`src/rtl/cfg_init_pkg.sv`:
```
// Shared types and constants for the config-space access initiator.
package cfg_init_pkg;

    typedef enum logic [1:0] {
        IDLE = 2'd0,
        REQ  = 2'd1,
        RESP = 2'd2,
        DONE = 2'd3
    } state_t;

    localparam logic [2:0] CSR_CTRL    = 3'd0;
    localparam logic [2:0] CSR_ADDR    = 3'd1;
    localparam logic [2:0] CSR_WDATA   = 3'd2;
    localparam logic [2:0] CSR_BE      = 3'd3;
    localparam logic [2:0] CSR_RDATA   = 3'd4;
    localparam logic [2:0] CSR_STATUS  = 3'd5;
    localparam logic [2:0] CSR_TIMEOUT = 3'd6;

    localparam int STAT_BUSY          = 0;
    localparam int STAT_DONE          = 1;
    localparam int STAT_ERR_RESP      = 2;
    localparam int STAT_ERR_TIMEOUT   = 3;
    localparam int STAT_START_OVERRUN = 4;
    localparam int STAT_STALE_RESP    = 5;
    localparam int STAT_RESP_LSB      = 8;

    localparam logic [1:0] RESP_OKAY   = 2'b00;
    localparam logic [1:0] RESP_SLVERR = 2'b10;

    localparam logic [31:0] ALL_ONES_DATA = 32'hFFFF_FFFF;

endpackage

```
`src/rtl/cfg_init_csr_regs.sv`:
```
// HPS-facing register file: launch parameters, sticky W1C status, read mux.
module cfg_init_csr_regs
    import cfg_init_pkg::*;
#(
    parameter int ADDR_WIDTH      = 14,
    parameter int DATA_WIDTH      = 32,
    parameter int RESP_WIDTH      = 2,
    parameter int CSR_ADDR_WIDTH  = 3,
    parameter int CSR_DATA_WIDTH  = 32,
    parameter int TIMEOUT_DEFAULT = 5000000
) (
    input  logic                      clk_i,
    input  logic                      rst_i,
    input  logic [CSR_ADDR_WIDTH-1:0] csr_address_i,
    input  logic                      csr_read_i,
    input  logic                      csr_write_i,
    input  logic [CSR_DATA_WIDTH-1:0] csr_writedata_i,
    output logic [CSR_DATA_WIDTH-1:0] csr_readdata_o,
    output logic                      csr_readdatavalid_o,
    input  logic                      busy_i,
    output logic                      start_o,
    output logic                      start_wr_o,
    output logic [ADDR_WIDTH-1:0]     addr_o,
    output logic [DATA_WIDTH-1:0]     wdata_o,
    output logic [DATA_WIDTH/8-1:0]   be_o,
    output logic [CSR_DATA_WIDTH-1:0] timeout_o,
    output logic                      done_o,
    output logic                      irq_en_o,
    input  logic                      rdata_we_i,
    input  logic [DATA_WIDTH-1:0]     rdata_i,
    input  logic                      done_set_i,
    input  logic                      err_resp_set_i,
    input  logic                      err_timeout_set_i,
    input  logic                      stale_set_i,
    input  logic [RESP_WIDTH-1:0]     resp_i
);

    logic                      wr_not_rd_q;
    logic [DATA_WIDTH-1:0]     rdata_q;
    logic                      err_resp_q;
    logic                      err_timeout_q;
    logic                      overrun_q;
    logic                      stale_q;
    logic [RESP_WIDTH-1:0]     last_resp_q;
    logic                      start_req;
    logic                      overrun_set;
    logic [CSR_DATA_WIDTH-1:0] w1c;
    logic [CSR_DATA_WIDTH-1:0] rd_mux;

    // Start strobe decode; a start while busy is only recorded as an overrun.
    always_comb begin
        start_req   = csr_write_i && (csr_address_i == CSR_CTRL) && csr_writedata_i[0];
        start_o     = start_req && !busy_i;
        overrun_set = start_req && busy_i;
        start_wr_o  = csr_writedata_i[1];
        w1c         = (csr_write_i && (csr_address_i == CSR_STATUS)) ? csr_writedata_i : '0;
    end

    // Register file and sticky status; a launch clears the previous result flags.
    always_ff @(posedge clk_i or posedge rst_i) begin
        if (rst_i) begin
            wr_not_rd_q   <= 1'b0;
            irq_en_o      <= 1'b0;
            addr_o        <= '0;
            wdata_o       <= '0;
            be_o          <= '1;
            timeout_o     <= CSR_DATA_WIDTH'(TIMEOUT_DEFAULT);
            rdata_q       <= '0;
            done_o        <= 1'b0;
            err_resp_q    <= 1'b0;
            err_timeout_q <= 1'b0;
            overrun_q     <= 1'b0;
            stale_q       <= 1'b0;
            last_resp_q   <= '0;
        end else begin
            if (csr_write_i && !busy_i) begin
                case (csr_address_i)
                    CSR_CTRL:  wr_not_rd_q <= csr_writedata_i[1];
                    CSR_ADDR:  addr_o      <= csr_writedata_i[ADDR_WIDTH-1:0];
                    CSR_WDATA: wdata_o     <= csr_writedata_i[DATA_WIDTH-1:0];
                    CSR_BE:    be_o        <= csr_writedata_i[DATA_WIDTH/8-1:0];
                    default:   ;
                endcase
            end
            if (csr_write_i && (csr_address_i == CSR_CTRL))
                irq_en_o <= csr_writedata_i[2];
            if (csr_write_i && (csr_address_i == CSR_TIMEOUT))
                timeout_o <= csr_writedata_i;
            if (rdata_we_i)
                rdata_q <= rdata_i;
            done_o        <= (done_o        & ~w1c[STAT_DONE]        & ~start_o) | done_set_i;
            err_resp_q    <= (err_resp_q    & ~w1c[STAT_ERR_RESP]    & ~start_o) | err_resp_set_i;
            err_timeout_q <= (err_timeout_q & ~w1c[STAT_ERR_TIMEOUT] & ~start_o) | err_timeout_set_i;
            overrun_q     <= (overrun_q     & ~w1c[STAT_START_OVERRUN]) | overrun_set;
            stale_q       <= (stale_q       & ~w1c[STAT_STALE_RESP])    | stale_set_i;
            if (done_set_i)
                last_resp_q <= resp_i;
        end
    end

    // Read mux; START always reads back as 0.
    always_comb begin
        rd_mux = '0;
        case (csr_address_i)
            CSR_CTRL: begin
                rd_mux[1] = wr_not_rd_q;
                rd_mux[2] = irq_en_o;
            end
            CSR_ADDR:    rd_mux[ADDR_WIDTH-1:0]   = addr_o;
            CSR_WDATA:   rd_mux[DATA_WIDTH-1:0]   = wdata_o;
            CSR_BE:      rd_mux[DATA_WIDTH/8-1:0] = be_o;
            CSR_RDATA:   rd_mux[DATA_WIDTH-1:0]   = rdata_q;
            CSR_STATUS: begin
                rd_mux[STAT_BUSY]          = busy_i;
                rd_mux[STAT_DONE]          = done_o;
                rd_mux[STAT_ERR_RESP]      = err_resp_q;
                rd_mux[STAT_ERR_TIMEOUT]   = err_timeout_q;
                rd_mux[STAT_START_OVERRUN] = overrun_q;
                rd_mux[STAT_STALE_RESP]    = stale_q;
                rd_mux[STAT_RESP_LSB +: RESP_WIDTH] = last_resp_q;
            end
            CSR_TIMEOUT: rd_mux = timeout_o;
            default:     ;
        endcase
    end

    // Fixed one-cycle read latency.
    always_ff @(posedge clk_i or posedge rst_i) begin
        if (rst_i) begin
            csr_readdata_o      <= '0;
            csr_readdatavalid_o <= 1'b0;
        end else begin
            csr_readdatavalid_o <= csr_read_i;
            if (csr_read_i)
                csr_readdata_o <= rd_mux;
        end
    end

endmodule

```
`src/rtl/cfg_access_initiator.sv`:
```
// Avalon-MM master issuing root-port config reads/writes, driven from HPS CSRs.
module cfg_access_initiator
    import cfg_init_pkg::*;
#(
    parameter int ADDR_WIDTH      = 14,
    parameter int DATA_WIDTH      = 32,
    parameter int RESP_WIDTH      = 2,
    parameter int CSR_ADDR_WIDTH  = 3,
    parameter int CSR_DATA_WIDTH  = 32,
    parameter int TIMEOUT_DEFAULT = 5000000
) (
    input  logic                      clk_i,
    input  logic                      rst_i,
    input  logic [CSR_ADDR_WIDTH-1:0] csr_address_i,
    input  logic                      csr_read_i,
    input  logic                      csr_write_i,
    input  logic [CSR_DATA_WIDTH-1:0] csr_writedata_i,
    output logic [CSR_DATA_WIDTH-1:0] csr_readdata_o,
    output logic                      csr_readdatavalid_o,
    output logic                      csr_waitrequest_o,
    output logic [ADDR_WIDTH-1:0]     cs_address_o,
    output logic                      cs_read_o,
    output logic                      cs_write_o,
    output logic [DATA_WIDTH-1:0]     cs_writedata_o,
    output logic [DATA_WIDTH/8-1:0]   cs_byteenable_o,
    input  logic                      cs_waitrequest_i,
    input  logic [DATA_WIDTH-1:0]     cs_readdata_i,
    input  logic                      cs_readdatavalid_i,
    input  logic                      cs_writeresponsevalid_i,
    input  logic [RESP_WIDTH-1:0]     cs_response_i,
    output logic                      busy_o,
    output logic                      irq_o
);

    state_t                    state_q;
    logic [31:0]               cnt_q;
    logic                      wr_q;
    logic                      tmo_hit_q;
    logic [RESP_WIDTH-1:0]     resp_q;

    logic                      start;
    logic                      start_wr;
    logic [ADDR_WIDTH-1:0]     addr;
    logic [DATA_WIDTH-1:0]     wdata;
    logic [DATA_WIDTH/8-1:0]   be;
    logic [CSR_DATA_WIDTH-1:0] timeout;
    logic                      done;
    logic                      irq_en;
    logic                      match;
    logic                      tmo;
    logic                      rdata_we;
    logic [DATA_WIDTH-1:0]     rdata_in;
    logic                      stale_set;

    assign csr_waitrequest_o = 1'b0;
    assign busy_o            = (state_q != IDLE);
    assign irq_o             = done & irq_en;

    // Response qualification; a valid coinciding with the timeout cycle wins.
    always_comb begin
        match     = (state_q == RESP) && (wr_q ? cs_writeresponsevalid_i : cs_readdatavalid_i);
        tmo       = (state_q == RESP) && (timeout != '0) && (cnt_q == timeout - 32'd1);
        rdata_we  = !wr_q && (match || tmo);
        rdata_in  = match ? cs_readdata_i : ALL_ONES_DATA;
        stale_set = (cs_readdatavalid_i      && !((state_q == RESP) && !wr_q)) ||
                    (cs_writeresponsevalid_i && !((state_q == RESP) &&  wr_q));
    end

    // Access sequencer: launch, hold request through waitrequest, await response.
    always_ff @(posedge clk_i or posedge rst_i) begin
        if (rst_i) begin
            state_q         <= IDLE;
            cnt_q           <= '0;
            wr_q            <= 1'b0;
            tmo_hit_q       <= 1'b0;
            resp_q          <= '0;
            cs_address_o    <= '0;
            cs_read_o       <= 1'b0;
            cs_write_o      <= 1'b0;
            cs_writedata_o  <= '0;
            cs_byteenable_o <= '0;
        end else begin
            case (state_q)
                IDLE: begin
                    if (start) begin
                        cs_address_o    <= addr;
                        cs_writedata_o  <= wdata;
                        cs_byteenable_o <= be;
                        cs_read_o       <= !start_wr;
                        cs_write_o      <= start_wr;
                        wr_q            <= start_wr;
                        tmo_hit_q       <= 1'b0;
                        state_q         <= REQ;
                    end
                end
                REQ: begin
                    if (!cs_waitrequest_i) begin
                        cs_read_o  <= 1'b0;
                        cs_write_o <= 1'b0;
                        cnt_q      <= '0;
                        state_q    <= RESP;
                    end
                end
                RESP: begin
                    if (match) begin
                        resp_q  <= cs_response_i;
                        state_q <= DONE;
                    end else if (tmo) begin
                        resp_q    <= RESP_SLVERR;
                        tmo_hit_q <= 1'b1;
                        state_q   <= DONE;
                    end else begin
                        cnt_q <= cnt_q + 32'd1;
                    end
                end
                DONE: state_q <= IDLE;
                default: state_q <= IDLE;
            endcase
        end
    end

    cfg_init_csr_regs #(
        .ADDR_WIDTH      (ADDR_WIDTH),
        .DATA_WIDTH      (DATA_WIDTH),
        .RESP_WIDTH      (RESP_WIDTH),
        .CSR_ADDR_WIDTH  (CSR_ADDR_WIDTH),
        .CSR_DATA_WIDTH  (CSR_DATA_WIDTH),
        .TIMEOUT_DEFAULT (TIMEOUT_DEFAULT)
    ) u_regs (
        .clk_i               (clk_i),
        .rst_i               (rst_i),
        .csr_address_i       (csr_address_i),
        .csr_read_i          (csr_read_i),
        .csr_write_i         (csr_write_i),
        .csr_writedata_i     (csr_writedata_i),
        .csr_readdata_o      (csr_readdata_o),
        .csr_readdatavalid_o (csr_readdatavalid_o),
        .busy_i              (busy_o),
        .start_o             (start),
        .start_wr_o          (start_wr),
        .addr_o              (addr),
        .wdata_o             (wdata),
        .be_o                (be),
        .timeout_o           (timeout),
        .done_o              (done),
        .irq_en_o            (irq_en),
        .rdata_we_i          (rdata_we),
        .rdata_i             (rdata_in),
        .done_set_i          (state_q == DONE),
        .err_resp_set_i      ((state_q == DONE) && (resp_q != RESP_OKAY)),
        .err_timeout_set_i   ((state_q == DONE) && tmo_hit_q),
        .stale_set_i         (stale_set),
        .resp_i              (resp_q)
    );

endmodule
```
`config.mk`:
```
export PLATFORM = sky130hd
export DESIGN_NAME = cfg_access_initiator
export DESIGN_NICKNAME = d
export VERILOG_FILES = /design/src/rtl/cfg_init_pkg.sv /design/src/rtl/cfg_init_csr_regs.sv /design/src/rtl/cfg_access_initiator.sv
export SDC_FILE = /design/constraint.sdc
export NUM_CORES = 1
export LEC_CHECK = 0
export CORE_MARGIN = 1
export CORE_UTILIZATION = 56
export DETAILED_ROUTE_END_ITERATION = 10
export PLACE_DENSITY_LB_ADDON = 0.3
export SYNTH_ARGS = -nofsm -noshare
export SYNTH_HDL_FRONTEND = slang
export SYNTH_SLANG_ARGS = --single-unit
export TNS_END_PERCENT = 100
```
`constraint.sdc`:
```
create_clock -name clk_i -period 12 [get_ports clk_i]
set_input_delay 3 -clock clk_i [delete_from_list [all_inputs] [get_ports clk_i]]
set_output_delay 3 -clock clk_i [all_outputs]
set_load 0.005 [all_outputs]
```
==> flow_summary.yaml <==
status:
  status: "complete, no violations"
sta:
  final.setup_skew_ns: 0.0174
  rsz0062_at_grt: "no"
  fin_crit_sh: 0.450
  period_needed_ns: 5.40
  maxSlewHeadroom: 0.327
  hold_viol: 0
  setup_viol_count_final: 0
  max_freq_mhz: 185
  maxSlewViolCount: 0
  worst_pin_slew_ns: 1.01
  setup_tns_ns: 0
cts:
  htreeDepth: 1
  cts.repair.resized: 0
  path_clk_slew_ns: 0.06
  cts_hold_buf: 0
  post_cts_buffers: 0
  clk_latency_ns: 0.54
  root_buffer: "clkbuf_16"
  cts.sinks: 246
  clk_path_buf_depth: 3
  cts_tree: "built"
  cts_buffers: 25
global_routing:
  grt_pass1_wl_um: 50600
  grt_overflow_total: 0
  grt_start_max_net_pins: 115
  grt.total_usage: 0.289
  grt_pass1_vias: 9320
  antenna_found_initial: 0
place:
  numPortBuffers: 162
  place.detailed.hpwl_um: 21700
  gp_congestion: 0.858
  placed_cell_area_mm2: 0.0139
die:
  boundaryPins: 164
  coreArea_mm2: 0.0212
  die-area_mm2: 0.0223
  rows: 53
  die_h_um: 149
  die-width_um: 149
  start_util: 0.576
synthesis:
  avgSynthCellArea_um2: 11.3
  yosysTopAreaCellShare: 0.481
  ys_warn_count: 0
  synth_cell_types: 68
  synthTopCellsByCount: "dfrtp_1, mux2_2, clkbuf_1"
  yosysMostFrequentCell: "dfrtp_1"
  ys_seq_area_frac: 0.507
  synthCells: 1076
  synth_nets: 1158
  ys_ff_latch: 246
  yosysTopAreaCell: "dfrtp_1"
  synth_ff_type: "dfrtp_1"
  synth_edf_count: 0
  synthTopCellsByArea: "dfrtp_1, mux2_2, dfstp_2"
  netlist_area_mm2: 0.0122
  async_flop_share: 1.00
finish:
  diodes: 0
  area_growth_pct: 21.2
  nFillCells: 1479
  final_nets: 1286
  final_area_mm2: 0.0148
  final_layout_size_suffix_gt1_frac: 0.209
  multi_input_comb_area_mm2: 0.00557
  seqCellArea_mm2: 0.00617
  fin_util: 0.698
setup_path:
  critPathLaunchType: "primary input"
  crit_type: "primary input to flip-flop"
  required_ns: 12.42
  worstSetupEndpointType: "flip-flop"
  reg2regPathDepth: 10
  cp_max_fo: 21
  arrival_ns: 5.82
drt:
  detail_route.iter0.violations: 719
  final_antenna_net_count: 0
  vias: 9363
  drc: 0
  wl_per_cell_um: 21.2
  wl_um: 31800
  via_per_inst: 6.25
  first_pass_iters: 6
pwr:
  ir_drop_uv: 117
  p_leak_nw: 6.15
  p_per_area_mw_per_mm2: 217
hold_path:
  hold_path_class: "flip-flop to flip-flop"
  min_path_cells: 1
run:
  max_cap_viol_count: 0
state kept, by name (all words and copies together), names as in the netlist, 2 cells and up:
signal	cells
cnt_q	32
cs_address_o	14
cs_byteenable_o	4
cs_writedata_o	32
resp_q	2
state_q	2
u_regs.addr_o	14
u_regs.be_o	4
u_regs.csr_readdata_o	32
u_regs.last_resp_q	2
u_regs.rdata_q	32
u_regs.timeout_o	32
u_regs.wdata_o	32
layout by cell type, fill, tap and decap left out, types with 11 or more instances in the layout:
cell type and instances:
inv_1 28, nand4_1 12, xnor2_1 29, a21oi_1 33, nand3b_1 12, mux2i_1 13
clkbuf_16 25, o211ai_1 12, mux2_2 167, o221ai_1 13, nor3_1 18, nand3_1 31
xor2_1 14, dfrtp_1 234, nand2b_1 14, dfstp_2 12, o21ai_0 43, buf_4 14
nor2_1 40, nand2_1 51, clkdlybuf4s50_1 160, or3_1 11, o22ai_1 20, a22oi_1 29
o22a_1 32, or4_1 11, nor4_1 16, and3_1 16
layout make-up:
cell class	instances	area share
repair buffers	176	0.116
inverters	29	0.00788
flip-flops and latches	246	0.418
multi-input cells	726	0.377
clock buffers	37	0.0495
clock inverters	9	0.00797
well taps	275	0.0233
worst max-delay path, cell delays in order:
cell and delay (ns):
clkdlybuf4s50_1 0.47, buf_4 0.28, inv_1 0.19, nor3_1 0.63, and3_1 0.82, mux2_2 0.42
worst paths after layout:
kind,slack [ns],start,endpoint
worst max register to register,7.36,u_regs.timeout_o[10]$_DFFE_PP0P_,u_regs.rdata_q[2]$_DFFE_PP0P_
max in group asynchronous,7.53,rst_i,u_regs.wdata_o[26]$_DFFE_PP0P_
worst min-delay path,0.48,u_regs.csr_readdata_o[10]$_DFFE_PP0P_,u_regs.csr_readdata_o[10]$_DFFE_PP0P_
worst max-delay path,6.60,csr_address_i[0],u_regs.addr_o[1]$_DFFE_PP0P_
worst min register to register,0.48,u_regs.csr_readdata_o[10]$_DFFE_PP0P_,u_regs.csr_readdata_o[10]$_DFFE_PP0P_
min in group asynchronous,2.97,rst_i,cs_byteenable_o[1]$_DFFE_PP0P_
cell families after synthesis:
logic type / after synthesis / synth area share
AO/OA/AOI/OAI: 223 / 0.127
AND/OR/NAND/NOR: 273 / 0.127
adder cells (fa/ha/maj): 6 / 0.00616
XOR/XNOR: 43 / 0.0309
buffers and inverters: 104 / 0.0370
flip-flops: 246 / 0.507
other: 1 / 0.000308
multiplexers: 180 / 0.165
per-layer routing:
metal	track usage	part of all wire	wire [um]	vias to the layer above
met4	0.103	0.033	1040	0
met5	0	0	0	-
met2	0.472	0.49	15400	363
met3	0.0470	0.061	1940	71
met1	0.390	0.42	13400	4702
li1	-	-	-	4227
stage by stage:
step	cells	hold WS, ns	power (W)	worst slack [ns]
CTS	1498	0.488	0.00321	6.68
global route	1498	0.507	0.00338	6.52
detailed placement	1452	0.467	0.00240	6.13
global placement	1452	0.465	0.00235	6.15
finish	1498	0.485	0.00321	6.60
floorplan	1076	0.444	0.00198	2.26
power by group:
group	switching [W]	leakage, nW	total, W	internal (W)
sequential	0.000289	3.10	0.00141	0.00112
combinational	0.000461	2.63	0.000996	0.000535
clock	0.000333	0.420	0.000801	0.000468
Power figures use the tool's default switching activity.
